### src/rtl/ed25519_pkg.sv
// rtl/ed25519_pkg.sv - shared op-code/state enums and scalar width default for the scalar multiplier

package ed25519_pkg;

    // Default scalar width; bit index output is 8 bits so this must not exceed 256
    localparam int NBITS_DEF = 256;

    // Point-unit command codes
    typedef enum logic [2:0] {
        OP_INIT = 3'd0,
        OP_DBL  = 3'd1,
        OP_ADD  = 3'd2,
        OP_INV  = 3'd3,
        OP_NORM = 3'd4
    } op_code_e;

    // Controller states
    typedef enum logic [1:0] {
        S_IDLE  = 2'd0,
        S_ISSUE = 2'd1,
        S_WAIT  = 2'd2,
        S_DONE  = 2'd3
    } state_e;

endpackage

### src/rtl/scalar_mult_ctrl.sv
// rtl/scalar_mult_ctrl.sv - double-and-add scalar multiplication sequencer driving a point unit

module scalar_mult_ctrl
    import ed25519_pkg::*;
#(
    parameter int NBITS      = NBITS_DEF,
    parameter bit CONST_TIME = 1'b1
) (
    input  logic             i_clk,
    input  logic             i_rst_n,
    input  logic             i_start,
    input  logic [NBITS-1:0] i_scalar,
    input  logic             i_abort,
    output logic             o_busy,
    output logic             o_done,
    output logic             o_op_valid,
    output logic [2:0]       o_op_code,
    output logic             o_op_real,
    input  logic             i_op_ready,
    input  logic             i_op_done,
    output logic [7:0]       o_bit_idx,
    output logic             o_err
);

    localparam logic [7:0] TOP_IDX = 8'(NBITS - 1);

    state_e           state_q, state_d;
    op_code_e         op_code_q, op_code_d;
    logic [NBITS-1:0] scalar_q, scalar_d;
    logic [7:0]       bit_idx_q, bit_idx_d;
    logic             op_valid_q, op_valid_d;
    logic             op_real_q, op_real_d;
    logic             busy_q, busy_d;
    logic             done_q, done_d;
    logic             err_q, err_d;
    logic             cur_bit;
    logic             next_bit;

    assign cur_bit = scalar_q[bit_idx_q];

    // Next-state and command selection; every output is a registered copy of these
    always_comb begin
        state_d    = state_q;
        op_code_d  = op_code_q;
        scalar_d   = scalar_q;
        bit_idx_d  = bit_idx_q;
        op_valid_d = op_valid_q;
        op_real_d  = op_real_q;
        busy_d     = busy_q;
        done_d     = done_q;
        err_d      = err_q;
        next_bit   = 1'b0;

        case (state_q)
            S_IDLE: begin
                if (i_start) begin
                    scalar_d   = i_scalar;
                    bit_idx_d  = TOP_IDX;
                    op_code_d  = OP_INIT;
                    op_real_d  = 1'b0;
                    op_valid_d = 1'b1;
                    busy_d     = 1'b1;
                    err_d      = 1'b0;
                    state_d    = S_ISSUE;
                end
            end
            S_ISSUE: begin
                if (i_op_ready) begin
                    op_valid_d = 1'b0;
                    state_d    = S_WAIT;
                end
            end
            S_WAIT: begin
                if (i_op_done) begin
                    op_valid_d = 1'b1;
                    state_d    = S_ISSUE;
                    case (op_code_q)
                        OP_INIT: begin
                            op_code_d = OP_DBL;
                            op_real_d = 1'b0;
                        end
                        OP_DBL: begin
                            // Dummy adds keep the command stream independent of the scalar
                            if (CONST_TIME || cur_bit) begin
                                op_code_d = OP_ADD;
                                op_real_d = cur_bit;
                            end else begin
                                next_bit = 1'b1;
                            end
                        end
                        OP_ADD:  next_bit = 1'b1;
                        OP_INV: begin
                            op_code_d = OP_NORM;
                            op_real_d = 1'b0;
                        end
                        default: begin
                            op_valid_d = 1'b0;
                            busy_d     = 1'b0;
                            done_d     = 1'b1;
                            state_d    = S_DONE;
                        end
                    endcase
                    // Bit 0 finished goes straight to INV; the index never wraps
                    if (next_bit) begin
                        op_real_d = 1'b0;
                        if (bit_idx_q == 8'd0) begin
                            op_code_d = OP_INV;
                        end else begin
                            op_code_d = OP_DBL;
                            bit_idx_d = bit_idx_q - 8'd1;
                        end
                    end
                end
            end
            default: begin
                done_d  = 1'b0;
                state_d = S_IDLE;
            end
        endcase

        if (i_op_done && (state_q != S_WAIT)) begin
            err_d = 1'b1;
        end

        // Abort overrides any handshake or completion seen in the same cycle
        if (i_abort && (state_q != S_IDLE)) begin
            state_d    = S_IDLE;
            op_valid_d = 1'b0;
            busy_d     = 1'b0;
            done_d     = 1'b0;
        end
    end

    // State and output registers
    always_ff @(posedge i_clk or negedge i_rst_n) begin
        if (!i_rst_n) begin
            state_q    <= S_IDLE;
            op_code_q  <= OP_INIT;
            scalar_q   <= '0;
            bit_idx_q  <= 8'd0;
            op_valid_q <= 1'b0;
            op_real_q  <= 1'b0;
            busy_q     <= 1'b0;
            done_q     <= 1'b0;
            err_q      <= 1'b0;
        end else begin
            state_q    <= state_d;
            op_code_q  <= op_code_d;
            scalar_q   <= scalar_d;
            bit_idx_q  <= bit_idx_d;
            op_valid_q <= op_valid_d;
            op_real_q  <= op_real_d;
            busy_q     <= busy_d;
            done_q     <= done_d;
            err_q      <= err_d;
        end
    end

    assign o_busy     = busy_q;
    assign o_done     = done_q;
    assign o_op_valid = op_valid_q;
    assign o_op_code  = op_code_q;
    assign o_op_real  = op_real_q;
    assign o_bit_idx  = bit_idx_q;
    assign o_err      = err_q;

endmodule

### config.mk
export PLATFORM = sky130hd
export DESIGN_NAME = scalar_mult_ctrl
export DESIGN_NICKNAME = d
export VERILOG_FILES = /design/src/rtl/ed25519_pkg.sv /design/src/rtl/scalar_mult_ctrl.sv
export SDC_FILE = /design/constraint.sdc
export NUM_CORES = 1
export LEC_CHECK = 0
export ABC_AREA = 1
export ABC_CLOCK_PERIOD_IN_PS = 2200
export CAP_MARGIN = 20
export CELL_PAD_IN_SITES_DETAIL_PLACEMENT = 0
export CELL_PAD_IN_SITES_GLOBAL_PLACEMENT = 1
export CORE_ASPECT_RATIO = 0.9
export CORE_MARGIN = 3
export CORE_UTILIZATION = 37
export DETAILED_ROUTE_END_ITERATION = 12
export PLACE_DENSITY_LB_ADDON = 0.2
export SETUP_SLACK_MARGIN = 0.1
export SYNTH_ARGS = -nofsm -noshare
export SYNTH_HDL_FRONTEND = slang
export SYNTH_SLANG_ARGS = --single-unit
### constraint.sdc
create_clock -name i_clk -period 2.2 [get_ports i_clk]
set_clock_uncertainty 0.1 [all_clocks]
set_input_delay 0.33 -clock i_clk [delete_from_list [all_inputs] [get_ports i_clk]]
set_output_delay 0.33 -clock i_clk [all_outputs]
set_load 0.02 [all_outputs]
## Yosys cells after proc, flatten, opt, wreduce, memory -nomap -nowiden

Index checks and enable logic that the tools add are counted.

| word-level totals | value |
|---|---|
| output and inout bits | 16 |
| register bits after elaboration | 274 |

| operators by class | value |
|---|---|
| muxes and demuxes | 43 |
| equality and inequality tests | 17 |
| reduce and logical (&&, ||, !) cells | 23 |
| add/subtract/negate cells | 1 |
| order comparisons | 1 |

Operator list:

| operator | count |
|---|---|
| 8-bit 2-to-1 mux | 4 |
| 1-bit 2-to-1 mux | 20 |
| 8-bit case mux with 2 select lines | 1 |
| 4-bit AND reduction | 4 |
| 2-bit 2-to-1 mux | 6 |
| 3-bit inequality test (second input constant) | 4 |
| 2-bit inequality test (second input constant) | 5 |
| 8-bit by 9-bit < comparator with 1-bit output (second input constant) | 1 |
| 3-bit 2-to-1 mux | 3 |
| 3-bit case mux with 3 select lines | 1 |
| 1-bit binary-select mux with 8-bit select | 1 |
| 8-bit zero test | 1 |
| 1-bit case mux with 2 select lines | 4 |
| 2-bit nonzero test | 4 |
| 8-bit by 1-bit subtractor with 8-bit output (second input constant) | 1 |
| 3-bit by 2-bit == test with 1-bit output (second input constant) | 2 |
| 2-bit case mux with 3 select lines | 1 |
| 3-bit case mux with 2 select lines | 1 |
| 3-bit AND reduction | 2 |
| 5-bit by 2-bit inequality test with 1-bit output (second input constant) | 1 |
| 5-bit AND reduction | 1 |
| 4-bit by 3-bit inequality test with 1-bit output (second input constant) | 1 |
| 2-bit AND reduction | 2 |
| 4-bit nonzero test | 1 |
| 11 further kinds | 13 |

## Depth between registers and ports, before layout

| depth | value |
|---|---|
| word-level depth | 7 |
| depth in mapped cells | 16 |
| gate-level depth less buffers | 15 |

## Least setup slack after synthesis

No wires, ideal clock.

| timing path | value |
|---|---|
| kind | reg2reg |
| from | register bit_idx_q[1], in the netlist o_bit_idx[1] |
| to | register bit_idx_q[7], in the netlist o_bit_idx[7] |
| setup slack | 0.118 ns |
| setup time | 0.134 ns |
| arrival time | 1.848 ns |
| cell stages (with the launch flop) | 16 |
| cell sequence | dfrtp_1 -> inv_1 -> buf_2 -> buf_2 -> ha_1 -> nand3_1 -> o21ai_0 -> nand2_1 -> nand2_2 -> inv_2 -> nand3_1 -> inv_2 -> nand3_2 -> nor2_1 -> nand2_1 -> nand3_1 |

| between the ends | value |
|---|---|
| word-level cells in the longest chain between the ends | 5 |
| elaborated cells between the ends (all ways) | 8 |
| those cells by class | add/sub (1); eq/ne (1); mux (4); reduce/logical (2) |

RTL lines:

| what | RTL line | RTL |
|---|---|---|
| start, declared | scalar_mult_ctrl.sv:30 | `logic [7:0] bit_idx_q, bit_idx_d;` |
| start signal, assigned | scalar_mult_ctrl.sv:150 | `bit_idx_q <= bit_idx_d;` |
| 8-bit by 1-bit subtractor with 8-bit output | scalar_mult_ctrl.sv:110 | `bit_idx_d = bit_idx_q - 8'd1;` |
| 8-bit 2-to-1 mux | scalar_mult_ctrl.sv:106 | `if (bit_idx_q == 8'd0) begin` |
| 8-bit 2-to-1 mux | scalar_mult_ctrl.sv:104 | `if (next_bit) begin` |
| 8-bit 2-to-1 mux | scalar_mult_ctrl.sv:74 | `if (i_op_done) begin` |
| 8-bit case mux with 2 select lines | scalar_mult_ctrl.sv:54 | `case (state_q)` |

Parallel ways exist; a longest one is shown, timed or not. The select of a mux whose other input is x is not followed.
A chain may end at the register's enable or synchronous reset.

## Worst setup path after layout

| timing path | value |
|---|---|
| from | register bit_idx_q[0], in the netlist o_bit_idx[0] |
| to | output port o_bit_idx[0] |

RTL lines:

| what | RTL line | RTL |
|---|---|---|
| end, declared | scalar_mult_ctrl.sv:21 | `output logic [7:0] o_bit_idx,` |

No word-level cell between the ends.

==> flow_summary.json <==
{
  "fp-row-count": 64,
  "yosys-top-cells-area": "dfrtp_1 (53%), nand2_1 (32%), nand3_1 (8.8%)",
  "min_period_ns": 2.09,
  "reg2reg_to": "o_op_real",
  "core_area_um2": 34400,
  "die-area_um2": 37500,
  "seq_area_frac_synth": 0.526,
  "final_common_cell": "nand2_1",
  "wirelength_mm": 43.3,
  "hold_viol": 0,
  "status": "finished clean",
  "worstPathMaxFanout": 14,
  "ys_types": 23,
  "final_cell_mix": "nand2_1 (1095), dfrtp_1 (270), clkdlybuf4s50_1 (268)",
  "cts-htree-levels": 1,
  "grt-ovfl-total": 0,
  "setup_tns_ns": 0,
  "rsz0062_at_grt": "true",
  "post_synth.cell_area_avg_um2": 7.25,
  "grt_first_pass_wirelength_mm": 66.2,
  "synth_seq_cells": 274,
  "syn_area_um2": 13000,
  "ff2ff_setup_slack_ns": 0.14,
  "max_slew.worst_pin.slew_ns": 0.545,
  "postSynthCellCount": 1798,
  "drive_above_1_share": 0.0839,
  "worst_setup_path_end_kind": "primary output",
  "antenna_found_initial": 0,
  "cts_buffers": 30,
  "via_per_inst": 4.85,
  "p_leak_nw": 9.07,
  "ys_warn_count": 0,
  "clk_pin_slew_ns": 0.06,
  "fmax_ghz": 0.478,
  "area_delta_synth_final_pct": 38.2,
  "slew_headroom": 0.635,
  "wl_per_cell_um": 17.0,
  "track_usage": 0.219,
  "num_antenna_cells": 0,
  "cts_tree": "yes",
  "arrival_ns": 1.66,
  "port_buffers": 277,
  "drt_iter0_markers": 901,
  "gp_congestion": 0.799,
  "cts_root_buf": "clkbuf_16",
  "cts_max_path_buffers": 3,
  "io_pins": 278,
  "ir_worst_vdd_mv": 0.624,
  "hold_path_class": "in2async",
  "first_global_vias": 12058,
  "dp_hpwl_mm": 28.8,
  "layout.nets": 2331,
  "holdWs_ns": 0.175,
  "initial_core_util": 0.380,
  "finalCritPeriodShare": 0.950,
  "fp.dieW_um": 204,
  "dr.pass1.iters": 5,
  "cts_num_sinks": 274,
  "yosysTopAreaCellShare": 0.526,
  "vias": 12375,
  "drc": 0,
  "setup_violations": 0,
  "worst_ep_required_time_ns": 1.77,
  "synth_top_area_cell": "dfrtp_1",
  "grt_max_degree": 77,
  "path_class": "reg2out",
  "r2r_start": "o_bit_idx[0]",
  "clock_latency_ns": 0.55,
  "detail-route-antenna-nets": 0,
  "final_max_slew_viol_count": 0,
  "drv_cap": 0,
  "p_per_area_nw_per_um2": 1360,
  "cp-start-kind": "flop",
  "chipHeight_um": 184,
  "reg2regPathDepth": 14,
  "syn-num-nets": 2062,
  "crit_start": "o_bit_idx[0]"
}
worst max-delay path, cell delays in order (launching register included):
cell and delay (ns):
dfrtp_4 0.54, clkbuf_16 0.21, buf_6 0.17, buf_2 0.20
registers in the layout, summed over array words and instances, names as in the netlist:
register	count
o_op_valid	1
o_busy	1
o_op_real	1
o_done	1
scalar_q	256
o_op_code	3
o_bit_idx	8
state_q	2
o_err	1
logic make-up after synthesis:
kind of cell | after synthesis | share of synthesized area
AOI/OAI and AO/OA | 28 | 0.0119
adders and majority gates | 2 | 0.00192
buffers and inverters | 137 | 0.0458
DFF | 274 | 0.526
and+or+nand+nor | 1357 | 0.414
routing by layer:
metal  global-route usage  up-vias  part of all wire
met5                    0        -                 0
met2                0.338      329              0.45
met1                0.330     5866              0.48
li1                     -     6122                 -
met4               0.0418        0             0.020
met3               0.0335       58             0.052
report_power, final:
| part | total, mW | switching, mW | internal (mW) |
|---|---|---|---|
| sequential | 8.72 | 1.34 | 7.38 |
| clock | 4.84 | 2.02 | 2.82 |
| combinational | 10.9 | 6.54 | 4.37 |
| total | 24.5 | 9.90 | 14.6 |
Yosys cell counts:
| cell | count |
|---|---|
| nand3_1 | 229 |
| nor3_2 | 1 |
| o21ai_0 | 13 |
| dfrtp_1 | 274 |
| o31ai_1 | 3 |
| buf_4 | 7 |
| nand2_1 | 1108 |
| buf_2 | 45 |
| nor2_2 | 2 |
| buf_1 | 7 |
| nand3_2 | 1 |
| clkbuf_1 | 50 |
| inv_1 | 24 |
| o21ai_1 | 1 |
| o22ai_1 | 3 |
| a21oi_1 | 7 |
| a22o_1 | 1 |
| nand4_1 | 1 |
| ha_1 | 2 |
| inv_2 | 4 |
| nor3_1 | 1 |
| nand2_2 | 1 |
| nor2_1 | 13 |
worst max-delay path by stage:
| stage | endpoint | slack (ns) | cells after the start |
|---|---|---|---|
| 2_1_floorplan | o_bit_idx[7] | 0.12 | 15 |
| 3_3_place_gp | o_op_real | 0.09 | 14 |
| 3_5_place_dp | o_op_real | 0.1 | 14 |
| 4_1_cts | o_op_real | 0.12 | 14 |
| 5_1_grt | o_op_real | 0.04 | 14 |
| 6_report | o_bit_idx[0] | 0.11 | 3 |
stage by stage:
| stage | util | std cells | instance area, um2 | setup slack (ns) | total power [mW] |
|---|---|---|---|---|---|
| 3_3_place_gp | 0.482 | 2480 | 16600 | 0.0923 | 18.6 |
| 2_1_floorplan | - | 1798 | 13000 | 0.118 | 15.1 |
| 6_report | 0.524 | 2549 | 18000 | 0.110 | 24.5 |
| 5_1_grt | 0.524 | 2549 | 18000 | 0.0430 | 26.5 |
| 3_5_place_dp | 0.482 | 2480 | 16600 | 0.0955 | 18.7 |
| 4_1_cts | 0.510 | 2533 | 17500 | 0.120 | 23.7 |
timing repair:
action,in CTS,in global routing
resized for setup,15,54
buffers inserted,0,4
gates cloned,0,12
setup endpoints to repair,9,5
endpoints found under the hold margin,229,0
pin swaps,0,27
hold buffers,1,0
cell type report:
class	count	area [um2]
fill	3386	16300
multi-input combinational	1387	5800
clock inverter	4	20.0
tap	462	578
sequential	274	6860
timing repair buffer	346	3710
inverter	28	125
clock buffer	48	920
No activity file was read; power rests on OpenSTA's default activity.
